[src/rtl/memory_port_arbiter_pkg.sv]
// Shared types, funct3 encodings and access-legality helpers for the
// instruction/data memory port arbiter.
package memory_port_arbiter_pkg;

    typedef enum logic [2:0] {
        IDLE,
        FETCH_ACK,
        LOAD_ACK,
        RMW_WRITE,
        STORE_ACK,
        ERROR
    } MemArbState_t;

    typedef enum logic {
        GRANT_FETCH,
        GRANT_DATA
    } Grant_t;

    localparam logic [2:0] LB  = 3'd0;
    localparam logic [2:0] LH  = 3'd1;
    localparam logic [2:0] LW  = 3'd2;
    localparam logic [2:0] LBU = 3'd4;
    localparam logic [2:0] LHU = 3'd5;
    localparam logic [2:0] SB  = 3'd0;
    localparam logic [2:0] SH  = 3'd1;
    localparam logic [2:0] SW  = 3'd2;

    function automatic logic funct3_illegal(input logic write, input logic [2:0] funct3);
        if (write) begin
            return funct3 > SW;
        end
        return (funct3 == 3'd3) || (funct3 == 3'd6) || (funct3 == 3'd7);
    endfunction

    // Only meaningful for legal funct3; loads and stores share the size encoding.
    function automatic logic access_misaligned(input logic [2:0] funct3, input logic [1:0] offset);
        case (funct3)
            LH, LHU: return offset[0];
            LW:      return offset != 2'b00;
            default: return 1'b0;
        endcase
    endfunction

endpackage

[src/rtl/memory_lane_formatter.sv]
// Combinational lane logic: load byte/halfword extraction with extension, and
// store merge of byte/halfword data into an existing memory word.
module memory_lane_formatter
    import memory_port_arbiter_pkg::*;
(
    input  logic [31:0] word,
    input  logic [31:0] store_data,
    input  logic [1:0]  byte_offset,
    input  logic [2:0]  funct3,
    output logic [31:0] load_data,
    output logic [31:0] merged_word
);

    logic [7:0]  sel_byte;
    logic [15:0] sel_half;

    assign sel_byte = word[{byte_offset, 3'b000} +: 8];
    assign sel_half = byte_offset[1] ? word[31:16] : word[15:0];

    always_comb begin
        load_data = word;
        case (funct3)
            LB:      load_data = {{24{sel_byte[7]}}, sel_byte};
            LH:      load_data = {{16{sel_half[15]}}, sel_half};
            LBU:     load_data = {24'd0, sel_byte};
            LHU:     load_data = {16'd0, sel_half};
            default: load_data = word;
        endcase
    end

    // Each byte lane takes store data when the access covers it, else keeps the old byte.
    for (genvar gi = 0; gi < 4; gi++) begin : g_lane
        localparam logic [1:0] LANE = 2'(gi);
        logic       lane_hit;
        logic [7:0] lane_src;

        assign lane_hit = (funct3 == SB) ? (byte_offset == LANE) :
                          (funct3 == SH) ? (byte_offset[1] == LANE[1]) : 1'b1;
        assign lane_src = (funct3 == SB) ? store_data[7:0] :
                          (funct3 == SH) ? store_data[8*(gi%2) +: 8] : store_data[8*gi +: 8];
        assign merged_word[8*gi +: 8] = lane_hit ? lane_src : word[8*gi +: 8];
    end

endmodule

[src/rtl/memory_port_arbiter.sv]
// Arbitrates fetch and load/store access to a single-ported synchronous memory,
// sequencing read-modify-write for sub-word stores and latching sticky errors.
module memory_port_arbiter
    import memory_port_arbiter_pkg::*;
#(
    parameter int ADDR_WIDTH = 32
) (
    input  logic                  clock,
    input  logic                  reset,
    input  logic                  fetchRequest,
    input  logic [ADDR_WIDTH-1:0] fetchAddress,
    output logic                  fetchReady,
    output logic [31:0]           fetchData,
    input  logic                  dataRequest,
    input  logic                  dataWrite,
    input  logic [2:0]            dataFunct3,
    input  logic [ADDR_WIDTH-1:0] dataAddress,
    input  logic [31:0]           dataWriteData,
    output logic                  dataReady,
    output logic [31:0]           dataReadData,
    output logic [ADDR_WIDTH-3:0] memAddress,
    output logic                  memWriteEnable,
    output logic [31:0]           memWriteData,
    input  logic [31:0]           memReadData,
    output logic                  unalignedAccess,
    output logic                  badFunct3
);

    MemArbState_t          state_reg, state_next;
    Grant_t                last_grant_reg;
    logic [ADDR_WIDTH-1:0] addr_reg;
    logic                  unaligned_reg;
    logic                  bad_funct3_reg;

    logic                  grant_valid;
    logic                  grant_data;
    logic [ADDR_WIDTH-1:0] grant_addr;
    logic                  grant_unaligned;
    logic                  grant_bad_funct3;
    logic [31:0]           load_data;
    logic [31:0]           merged_word;

    // Grants are suppressed while reset is high so every output sits at its reset value.
    always_comb begin
        grant_valid = 1'b0;
        grant_data  = 1'b0;
        if (state_reg == IDLE && !reset) begin
            grant_valid = fetchRequest | dataRequest;
            grant_data  = (fetchRequest && dataRequest) ? (last_grant_reg == GRANT_FETCH)
                                                        : dataRequest;
        end
        grant_addr       = grant_data ? dataAddress : fetchAddress;
        grant_bad_funct3 = grant_valid && grant_data && funct3_illegal(dataWrite, dataFunct3);
        grant_unaligned  = grant_valid && !grant_bad_funct3 &&
                           (grant_data ? access_misaligned(dataFunct3, grant_addr[1:0])
                                       : (grant_addr[1:0] != 2'b00));
    end

    always_comb begin
        state_next     = state_reg;
        memWriteEnable = 1'b0;
        case (state_reg)
            IDLE: begin
                if (grant_valid) begin
                    if (grant_bad_funct3 || grant_unaligned) begin
                        state_next = ERROR;
                    end else if (!grant_data) begin
                        state_next = FETCH_ACK;
                    end else if (!dataWrite) begin
                        state_next = LOAD_ACK;
                    end else if (dataFunct3 == SW) begin
                        state_next     = STORE_ACK;
                        memWriteEnable = 1'b1;
                    end else begin
                        state_next = RMW_WRITE;
                    end
                end
            end
            RMW_WRITE: begin
                memWriteEnable = 1'b1;
                state_next     = STORE_ACK;
            end
            FETCH_ACK, LOAD_ACK, STORE_ACK: state_next = IDLE;
            default:                        state_next = state_reg;
        endcase
    end

    always_ff @(posedge clock or posedge reset) begin
        if (reset) begin
            state_reg      <= IDLE;
            last_grant_reg <= GRANT_FETCH;
            addr_reg       <= '0;
            unaligned_reg  <= 1'b0;
            bad_funct3_reg <= 1'b0;
        end else begin
            state_reg <= state_next;
            if (grant_valid) begin
                last_grant_reg <= grant_data ? GRANT_DATA : GRANT_FETCH;
                addr_reg       <= grant_addr;
            end
            if (grant_unaligned) unaligned_reg <= 1'b1;
            if (grant_bad_funct3) bad_funct3_reg <= 1'b1;
        end
    end

    // Lane formatting uses the latched address; the requester holds funct3 and store data.
    memory_lane_formatter u_formatter (
        .word        (memReadData),
        .store_data  (dataWriteData),
        .byte_offset (addr_reg[1:0]),
        .funct3      (dataFunct3),
        .load_data   (load_data),
        .merged_word (merged_word)
    );

    assign memAddress      = grant_valid ? grant_addr[ADDR_WIDTH-1:2] : addr_reg[ADDR_WIDTH-1:2];
    assign memWriteData    = merged_word;
    assign fetchReady      = (state_reg == FETCH_ACK);
    assign fetchData       = memReadData;
    assign dataReady       = (state_reg == LOAD_ACK) || (state_reg == STORE_ACK);
    assign dataReadData    = load_data;
    assign unalignedAccess = unaligned_reg;
    assign badFunct3       = bad_funct3_reg;

endmodule
[config.mk]
export PLATFORM = sky130hd
export DESIGN_NAME = memory_port_arbiter
export DESIGN_NICKNAME = d
export VERILOG_FILES = /design/src/rtl/memory_port_arbiter_pkg.sv /design/src/rtl/memory_lane_formatter.sv /design/src/rtl/memory_port_arbiter.sv
export SDC_FILE = /design/constraint.sdc
export NUM_CORES = 1
export LEC_CHECK = 0
export CAP_MARGIN = 10
export CORE_AREA = 2 2 104 106
export DETAILED_ROUTE_END_ITERATION = 7
export DIE_AREA = 0 0 106 108
export HOLD_SLACK_MARGIN = 0.1
export PLACE_DENSITY = 0.81
export REMOVE_ABC_BUFFERS = 1
export SYNTH_ARGS = -nofsm -noshare
export SYNTH_HDL_FRONTEND = slang
export SYNTH_SLANG_ARGS = --single-unit
[constraint.sdc]
create_clock -name clock -period 2.4 [get_ports clock]
set_input_delay 0.24 -clock clock [delete_from_list [all_inputs] [get_ports clock]]
set_output_delay 0.24 -clock clock [all_outputs]
set_load 0.05 [all_outputs]
==> summary.txt <==
Num rows: 37
Crit path DAT: 2080 ps
Worst setup path endpoint: memAddress[18]
Register area share after synthesis: 0.274
Clock sinks: 38
WL final: 15,800 um
Clock buffer depth: 2
Crit path buffers/inverters: 3
CP Capture Type: primary output
Worst slew pin tran: 572 ps
CTS buffer count: 5
# IOs: 267
Drc violations: 0
Stages on worst setup path: 6
Cell with the most instances after synthesis: mux2i_1
Vias in the first global route: 4,693
Crit-path max FO: 6
Post-synth ARST share: 1.00
Fin crit period: 2320 ps
H-Tree Depth: 2
Core area: 0.0102 mm^2
Routed via count: 4,359
Period Utilization, post-route: 0.967
Power, Total: 7.84 mW
Reg clk slew, reported paths: 80 ps
Unrepaired setup endpoints after global routing: yes
Final hold violations: 0
Yosys warns: 0
Drt wl/cell: 19.2 um
Antenna Cells: 0
Yosys reg bits: 38
Cell Area, Synth: 0.00347 mm^2
Leakage Power: 3.28 nW
Fillcell total: 688
Post-synthesis cell type count: 41
HPWL after DPL: 12,900 um
Synthesis-to-finish area growth: 117%
R2R cell count: 6
CP startpoint kind: input pin
Worst Hold Class: reg2reg
Initial antenna violation count: 0
Clk Latency, worst-skew pair: 290 ps
Largest register FFs: 32
Final Skew: 7.29 ps
Nets@finish: 821
Total grt overflow: 0
Slowest library cell on the worst path: clkdlybuf4s50_1
CTS Hold Bufs: 0
CP Cell Sequence: clkdlybuf4s50_1 > a21boi_4 > buf_4 > mux2i_1 > o21ai_0 > buf_12
Iter 0 DRT Violations: 195
Crit Path Class: in2out
Setup violations, final: 0
Die area: 0.0114 mm^2
All-Layer GR Usage: 0.271
DRT Pass-1 Iters: 5
Largest net degree at the start of global routing: 45
Synth area leader: dfrtp_1
Yosys top cell area share: 0.274
Syn_area_per_cell: 8.25 um^2
Peak supply drop: 1030 uV
Outcome: complete, no violations
First-pass GRT wire length: 24,600 um
Fraction of layout cells with a size suffix above 1: 0.290
Max stage delay on crit path: 520 ps
Routability cong.: 0.927
Slew margin rel.: 0.609
R2r setup slk: 470 ps
Critical path required time: 2160 ps
Hold_sp: badFunct3$_DFFE_PP0P_
Worst path top cell family by delay: buffers and inverters
Worst Setup SP: fetchRequest
RR Endpoint: state_reg[0]$_DFFE_PP0P_
Effective utilization at floorplan: 0.339
Die Y: 108 um
RR Startpoint: last_grant_reg$_DFFE_PP0N_
PortBufs: 266
F_max: 0.431 GHz
Synth area leaders: dfrtp_1 (27%), mux2i_1 (18%), o21ai_0 (8.4%), buf_4 (6.9%), nand2_1 (6.8%)
Routed Antenna Nets: 0
PwrDens: 1040 mW/mm^2
Die width: 106 um
Top FF cell, synth: dfrtp_1
Post-synth EDFFs: 0
Root Buffer: clkbuf_8
Via/cell ratio: 5.30
Hold_ws: 467 ps
Final slew viol count: 0
Gate Count Post-Synth: 420
CTS tree: done
Post-synth top cells: mux2i_1 (64), nand2_1 (63), o21ai_0 (58)
Max Cap Viol: 0
repair_timing:
action	CTS	global route
cloned	0	1
pin swaps	0	3
endpoints found under the setup margin	56	49
buffers inserted	0	4
resized for setup	28	16
placed cells by master, fill, tap and decap left out, types with 7 or more instances in the layout:
cell type | Yosys | layout
clkdlybuf4s50_1 | 0 | 169
buf_12 | 0 | 98
mux2i_1 | 64 | 64
nand2_1 | 63 | 62
buf_4 | 32 | 54
dfrtp_1 | 38 | 36
o21ai_1 | 3 | 32
o21ai_0 | 58 | 27
nor2_1 | 25 | 25
a21oi_1 | 12 | 12
a21o_2 | 11 | 11
a22o_1 | 10 | 10
a221o_1 | 9 | 9
mux2_2 | 8 | 8
o22ai_1 | 7 | 7
cells by family after synthesis:
kind of cell | share of synthesized area
buffers and inverters | 0.121
XOR/XNOR | 0.00253
AND/OR/NAND/NOR | 0.125
flip-flops | 0.274
multiplexers | 0.217
AO/OA/AOI/OAI | 0.257
adder cells (fa/ha/maj) | 0.00289
cell type report:
class	count	area, um^2	share of cell area
clock buffers	6	72.6	0.00964
clock inverters	2	37.5	0.00499
inverters	5	18.8	0.00249
multi-input cells	311	2170	0.288
flip-flops and latches	38	953	0.127
well taps	136	170	0.0226
repair buffers	324	4110	0.545
metrics by stage:
| step | area [um^2] | setup WS, ps | util | cells | setup TNS, ps |
|---|---|---|---|---|---|
| after CTS | 7450 | 10.6 | 0.728 | 818 | 0 |
| after global routing | 7530 | -5.37 | 0.736 | 822 | -5.37 |
| final | 7530 | 78.7 | 0.736 | 822 | 0 |
| after global placement | 7320 | -51.6 | 0.716 | 810 | -89.5 |
| after detailed placement | 7320 | -83.3 | 0.716 | 810 | -653 |
| after floorplan | 3070 | -3240 | - | 354 | -215480 |
worst min-delay path by stage:
| stage | end | slack [ps] | cells past startpoint |
|---|---|---|---|
| 3_3_place_gp | badFunct3$_DFFE_PP0P_ | 460 | 1 |
| 2_1_floorplan | addr_reg[0]$_DFFE_PP0N_ | 430 | 1 |
| 3_5_place_dp | badFunct3$_DFFE_PP0P_ | 450 | 1 |
| 5_1_grt | badFunct3$_DFFE_PP0P_ | 490 | 1 |
| 4_1_cts | addr_reg[8]$_DFFE_PP0N_ | 480 | 3 |
| 6_report | badFunct3$_DFFE_PP0P_ | 470 | 1 |
layer usage:
layer | part of all wire | GRT usage | wire [um] | up-vias
met5 | 0 | 0 | 0 | -
met1 | 0.35 | 0.283 | 5520 | 2070
met2 | 0.53 | 0.511 | 8300 | 230
met3 | 0.081 | 0.0657 | 1280 | 43
met4 | 0.044 | 0.129 | 693 | 0
li1 | - | - | - | 2016
worst reg2reg max path, delay by kind of cell (launching register included):
kind	cells	cell delay, ps
buffers and inverters	2	370
DFF	1	420
and+or+nand+nor	1	60
AOI/OAI and AO/OA	3	950
power breakdown:
part | switching, mW | total (mW) | internal (mW) | leakage (nW)
clock | 0.232 | 0.542 | 0.310 | 0.0514
sequential | 0.149 | 1.08 | 0.927 | 0.464
combinational | 3.42 | 6.22 | 2.79 | 2.76
total | 3.81 | 7.84 | 4.03 | 3.28
Note: power is estimated with default switching activity, not from simulation.
